<file path="src/rtl/game_datapath.sv">
// Datapath for the memory game: latches setup, plays the ROM sequence on ledr,
// captures key presses, times the player, counts rounds and computes the score.
module game_datapath #(
    parameter int HALF_DIV   = 25_000_000,
    parameter int TIME_LIMIT = 9
) (
    input  logic       clock,
    input  logic       reset,
    input  logic       r1,
    input  logic       r2,
    input  logic       e1,
    input  logic       e2,
    input  logic       e3,
    input  logic       e4,
    input  logic       sel,
    input  logic [7:0] setup_sw,
    input  logic [3:0] key_n,
    input  logic [3:0] seq_data,
    output logic [5:0] seq_addr,
    output logic [3:0] ledr,
    output logic       end_fpga,
    output logic       end_user,
    output logic       end_time,
    output logic       win,
    output logic       match,
    output logic [3:0] round,
    output logic [3:0] timer,
    output logic [1:0] level,
    output logic [7:0] score
);

    localparam int             HCW       = (HALF_DIV > 1) ? $clog2(HALF_DIV) : 1;
    localparam logic [HCW-1:0] HALF_LAST = HCW'(HALF_DIV - 1);
    localparam logic [3:0]     TIME_MAX  = 4'(TIME_LIMIT);

    logic [1:0]     level_reg;
    logic [1:0]     seq_sel_reg;
    logic [3:0]     max_round_reg;
    logic [3:0]     round_reg;
    logic [4:0]     fpga_idx;
    logic [4:0]     user_idx;
    logic [3:0]     timer_reg;
    logic [HCW-1:0] half_cnt;
    logic [2:0]     step_cnt;
    logic           sec_phase;
    logic           err;
    logic [3:0]     key_s1;
    logic [3:0]     key_s2;
    logic [3:0]     key_prev;

    logic           clear_run;
    logic           active;
    logic           half_tick;
    logic [4:0]     target;
    logic [2:0]     step_last;
    logic           step_end;
    logic           press;
    logic [3:0]     key_value;
    logic [3:0]     idx;
    logic [2:0]     level_mult;

    assign clear_run  = r1 | r2;
    assign active     = e2 | e3;
    assign half_tick  = active && (half_cnt == HALF_LAST);
    assign target     = {1'b0, round_reg} + 5'd1;
    // Step period is 8>>level half-ticks, so the last count is 7>>level.
    assign step_last  = 3'd7 >> level_reg;
    assign step_end   = (step_cnt == step_last);
    assign key_value  = ~key_s2;
    assign press      = e2 && !end_user && (key_prev == 4'hF) && (key_s2 != 4'hF);

    // Setup registers
    always_ff @(posedge clock or posedge reset) begin
        if (reset) begin
            level_reg     <= 2'd0;
            seq_sel_reg   <= 2'd0;
            max_round_reg <= 4'd0;
        end else if (r1) begin
            level_reg     <= 2'd0;
            seq_sel_reg   <= 2'd0;
            max_round_reg <= 4'd0;
        end else if (e1 && !r2) begin
            level_reg     <= setup_sw[7:6];
            seq_sel_reg   <= setup_sw[5:4];
            max_round_reg <= setup_sw[3:0];
        end
    end

    // Round counter, saturating at 15
    always_ff @(posedge clock or posedge reset) begin
        if (reset) begin
            round_reg <= 4'd0;
        end else if (r1) begin
            round_reg <= 4'd0;
        end else if (e4 && !r2 && match && (round_reg != 4'hF)) begin
            round_reg <= round_reg + 4'd1;
        end
    end

    // Half-tick prescaler, idle-cleared so each play phase starts on a full tick
    always_ff @(posedge clock or posedge reset) begin
        if (reset) begin
            half_cnt <= '0;
        end else if (clear_run || !active) begin
            half_cnt <= '0;
        end else if (half_cnt == HALF_LAST) begin
            half_cnt <= '0;
        end else begin
            half_cnt <= half_cnt + 1'b1;
        end
    end

    // FPGA playback stepping
    always_ff @(posedge clock or posedge reset) begin
        if (reset) begin
            step_cnt <= 3'd0;
            fpga_idx <= 5'd0;
        end else if (clear_run) begin
            step_cnt <= 3'd0;
            fpga_idx <= 5'd0;
        end else if (e3 && half_tick && !end_fpga) begin
            if (step_end) begin
                step_cnt <= 3'd0;
                fpga_idx <= fpga_idx + 5'd1;
            end else begin
                step_cnt <= step_cnt + 3'd1;
            end
        end
    end

    // Seconds timer: two half-ticks per second, saturating at the limit
    always_ff @(posedge clock or posedge reset) begin
        if (reset) begin
            sec_phase <= 1'b0;
            timer_reg <= 4'd0;
        end else if (clear_run) begin
            sec_phase <= 1'b0;
            timer_reg <= 4'd0;
        end else if (e2 && half_tick) begin
            sec_phase <= ~sec_phase;
            if (sec_phase && (timer_reg != TIME_MAX)) begin
                timer_reg <= timer_reg + 4'd1;
            end
        end
    end

    // Key synchroniser; free-running so a key held across phases never looks like a new press
    always_ff @(posedge clock or posedge reset) begin
        if (reset) begin
            key_s1   <= 4'd0;
            key_s2   <= 4'd0;
            key_prev <= 4'd0;
        end else begin
            key_s1   <= key_n;
            key_s2   <= key_s1;
            key_prev <= key_s2;
        end
    end

    // Player input capture and sticky error
    always_ff @(posedge clock or posedge reset) begin
        if (reset) begin
            user_idx <= 5'd0;
            err      <= 1'b0;
        end else if (clear_run) begin
            user_idx <= 5'd0;
            err      <= 1'b0;
        end else if (press) begin
            user_idx <= user_idx + 5'd1;
            if (key_value != seq_data) begin
                err <= 1'b1;
            end
        end
    end

    assign idx        = e3 ? fpga_idx[3:0] : user_idx[3:0];
    assign seq_addr   = {seq_sel_reg, idx};
    assign end_fpga   = (fpga_idx == target);
    assign end_user   = (user_idx == target);
    assign ledr       = (e3 && !end_fpga) ? seq_data : 4'd0;
    assign end_time   = e2 && (timer_reg == TIME_MAX);
    assign match      = !err && end_user;
    assign win        = (round_reg >= max_round_reg);
    assign round      = round_reg;
    assign timer      = timer_reg;
    assign level      = level_reg;
    assign level_mult = {1'b0, level_reg} + 3'd1;
    assign score      = sel ? ({2'b00, round_reg, 2'b00} * {5'b00000, level_mult}) : 8'd0;

endmodule

</file>
<file path="config.mk">
export PLATFORM = sky130hd
export DESIGN_NAME = game_datapath
export DESIGN_NICKNAME = d
export VERILOG_FILES = /design/src/rtl/game_datapath.sv
export SDC_FILE = /design/constraint.sdc
export NUM_CORES = 1
export LEC_CHECK = 0
export ABC_CLOCK_PERIOD_IN_PS = 4860
export CAP_MARGIN = 20
export CORE_ASPECT_RATIO = 0.75
export CORE_UTILIZATION = 60
export CTS_BUF_LIST = sky130_fd_sc_hd__clkbuf_4 sky130_fd_sc_hd__clkbuf_8
export DETAILED_ROUTE_END_ITERATION = 7
export PLACE_DENSITY = 0.95
export SKIP_CTS_REPAIR_TIMING = 1
export SLEW_MARGIN = 0
export SYNTH_ARGS = -nofsm -noshare
export SYNTH_HDL_FRONTEND = slang
export SYNTH_SLANG_ARGS = --single-unit
</file>
<file path="constraint.sdc">
create_clock -name clock -period 4.86 [get_ports clock]
set_input_delay 0.972 -clock clock [delete_from_list [all_inputs] [get_ports clock]]
set_output_delay 0.972 -clock clock [all_outputs]
set_load 0.05 [all_outputs]
</file>
==> flow_metrics.tcl, run 1 <==
set metrics [dict create \
    status "completed" \
    setup_tns_ns 0 \
    first_pass_iters 5 \
    grt_pass1_wl_um 14800 \
    syn_avg_cell_area_sq_um 9.68 \
    async_reset_ff_share_pct 100 \
    synth-seq-area-share_pct 42.3 \
    cap_viol_max_count 0 \
    cts_buffers 9 \
    antenna_left 0 \
    final.min_clock_period_ns 4.66 \
    top_regs "half_cnt x25, fpga_idx x5, user_idx x5" \
    rsz0062_at_grt "false" \
    worst-slew-pin-transition_ns 0.913 \
    clockRootBuffer "clkbuf_8" \
    drc 0 \
    grt-ovfl-total 0 \
    die_w_um 96.5 \
    instances_no_fill 553 \
    p_total_w 0.00117 \
    num_vias 3257 \
    fill_cells 407 \
    holdCritPathClass "reg2reg" \
    grt_max_degree 45 \
    antenna_found_initial 0 \
    crit_type "reg2out" \
    core_sq_um 6380 \
    yosysWarnings 0 \
    hold_violations 0 \
    synth_top_area_share_pct 42.3 \
    synth_area_leader_cell "dfrtp_1" \
    final_layout_size_suffix_gt1_share_pct 8.47 \
    top_register "half_cnt" \
    cellLeakagePower_nw 2.02 \
    largest_reg_flops 25 \
    start_util_pct 63.0 \
    synth_edf_count 0 \
    dp.cells 539 \
    wire_per_inst_um 16.3 \
    fin_crit_sh_pct 95.8 \
    grt_usage_pct 28.3 \
    clk_pin_slew_ns 0.07 \
    crit_arrival_ns 3.69 \
    dp.final_hpwl_um 6420 \
    synth_cell_type_count 50 \
    num_io_pins 58 \
    synthTopCellsByArea "dfrtp_1 (42%), xnor2_1 (7.8%), ha_1 (5.9%)" \
    synth_ff_type "dfrtp_1" \
    grt_pass1_vias 3107 \
    htree_num_levels 3 \
    clock_latency_ns 0.35 \
    crit_required_ns 3.89 \
    dieHeight_um 72.9 \
    via_per_inst 5.89 \
    gp_congestion 0.851 \
    diodes 0 \
    crit_fanout 6 \
    start_kind "register" \
    relSlewSlack_pct 39.1 \
    synthToLayoutAreaGrowth_pct 20.1 \
    syn_area_sq_um 4020 \
    fin_nets 516 \
    tritoncts "done" \
    end_kind "output pin" \
    drt_iter0_drc 212 \
    fin_skew_ns 0.00616 \
    die-area_sq_um 7030 \
    max-vdd-ir-drop_mv 0.179 \
    fmax_ghz 0.215 \
    pwr_density_cell_nw_per_um2 242 \
    ys_ff_latch 68 \
    wl_um 9030 \
    setup_viol 0 \
    clock_sinks 68 \
    finalMaxSlewViolations 0 \
    cts_buffer_depth 2 \
    syn_inst 415 \
    row_count 25 \
    io_buffer_count 55 \
]
logic make-up after synthesis:
logic type	share of synthesized area, %
mux	2.90
other cells	0.0933
buf+inv	4.02
compound gates	6.04
xor+xnor	11.4
simple gates	25.8
fa+ha+maj	7.41
flops	42.3
final timing paths:
check,from,endpoint,slack [ns],cells after the start
setup / recovery,level[0],score[6],0.20,10
hold / removal,key_s1[0],key_s2[0],0.35,0
setup reg to reg,half_cnt[0],half_cnt[8],2.40,6
hold reg to reg,key_s1[0],key_s2[0],0.35,0
max in group asynchronous,reset,timer[0],2.85,3
min in group asynchronous,reset,half_cnt[4],1.15,2
area by class of cell:
type,count,area (sq um),share of cell area (%)
tap,81,101,2.10
timing repair buffer,57,568,11.8
sequential,68,1700,35.3
inverter,23,86.3,1.79
multi-input combinational,310,2160,44.7
clock inverter,1,30.0,0.622
clock buffer,13,179,3.71
cell usage after synthesis (all sizes together) (3+ instances only):
cell	instances
or4	5
and2	14
nor2b	4
clkbuf	6
nand3	17
o21a	3
a21oi	20
and4	3
nand4	9
nand2	37
or2	3
o21ai	7
nor4	14
or3	8
nor4b	3
nor2	47
nand2b	3
dfrtp	68
nor3	8
and3	7
o31ai	3
xnor2	37
mux2i	6
fa	3
xor2	12
inv	23
ha	19
mux2	5
buf	9
where the power goes:
part           switching [W]   total, W  internal, W
Clock               0.000204   0.000491     0.000288
Combinational      0.0000599  0.0000970    0.0000371
Sequential        0.00000633   0.000581     0.000575
Total               0.000270    0.00117     0.000899
per-stage QoR:
step	hold slack [ns]	utilization [%]	setup WS [ns]	instance area, sq um
detailed placement	0.336	72.3	0.551	4610
finish	0.354	75.6	0.203	4830
global route	0.366	75.6	0.0391	4830
floorplan	0.331	-	0.919	4020
CTS	0.352	75.6	0.126	4820
global placement	0.333	72.3	0.769	4610
placed cells by master (no fill, tap or decap), drive strengths merged, types with 4 or more instances in the layout:
| cell type | Yosys | layout |
|---|---|---|
| nor2b | 4 | 4 |
| ha | 19 | 19 |
| or3 | 8 | 8 |
| clkdlybuf4s50 | 0 | 54 |
| o21ai | 7 | 7 |
| or4 | 5 | 5 |
| mux2i | 6 | 6 |
| clkbuf | 6 | 13 |
| xor2 | 12 | 12 |
| and2 | 14 | 14 |
| nor4 | 14 | 14 |
| xnor2 | 37 | 37 |
| nand3 | 17 | 17 |
| and3 | 7 | 7 |
| nand2 | 37 | 37 |
| nor3 | 8 | 8 |
| mux2 | 5 | 5 |
| nand4 | 9 | 9 |
| dfrtp | 68 | 68 |
| inv | 23 | 23 |
| nor2 | 47 | 47 |
| a21oi | 20 | 20 |
metal layers:
metal  routed length (um)  GRT usage [%]
met5                    0              0
met4                  223           10.3
met3                  531           6.56
met2                 4270           44.1
met1                 4010           38.8
worst max-delay path, stage by stage, from the launching register on:
cell and delay (ns):
dfrtp_1 0.46, inv_1 0.14, ha_1 0.38, nand2_1 0.09, fa_1 0.53, inv_1 0.05, ha_1 0.22, fa_1 0.38
xor2_1 0.15, and2_1 0.14, clkdlybuf4s50_1 0.80
No activity file was read; power rests on OpenSTA's default activity.
==> inputs of run 2 (changes only) <==
CTS_CLUSTER_DIAMETER = 150   (was default)
==> results of run 2 <==
No change in the layout: final DEF, timing and power equal those of run 1.
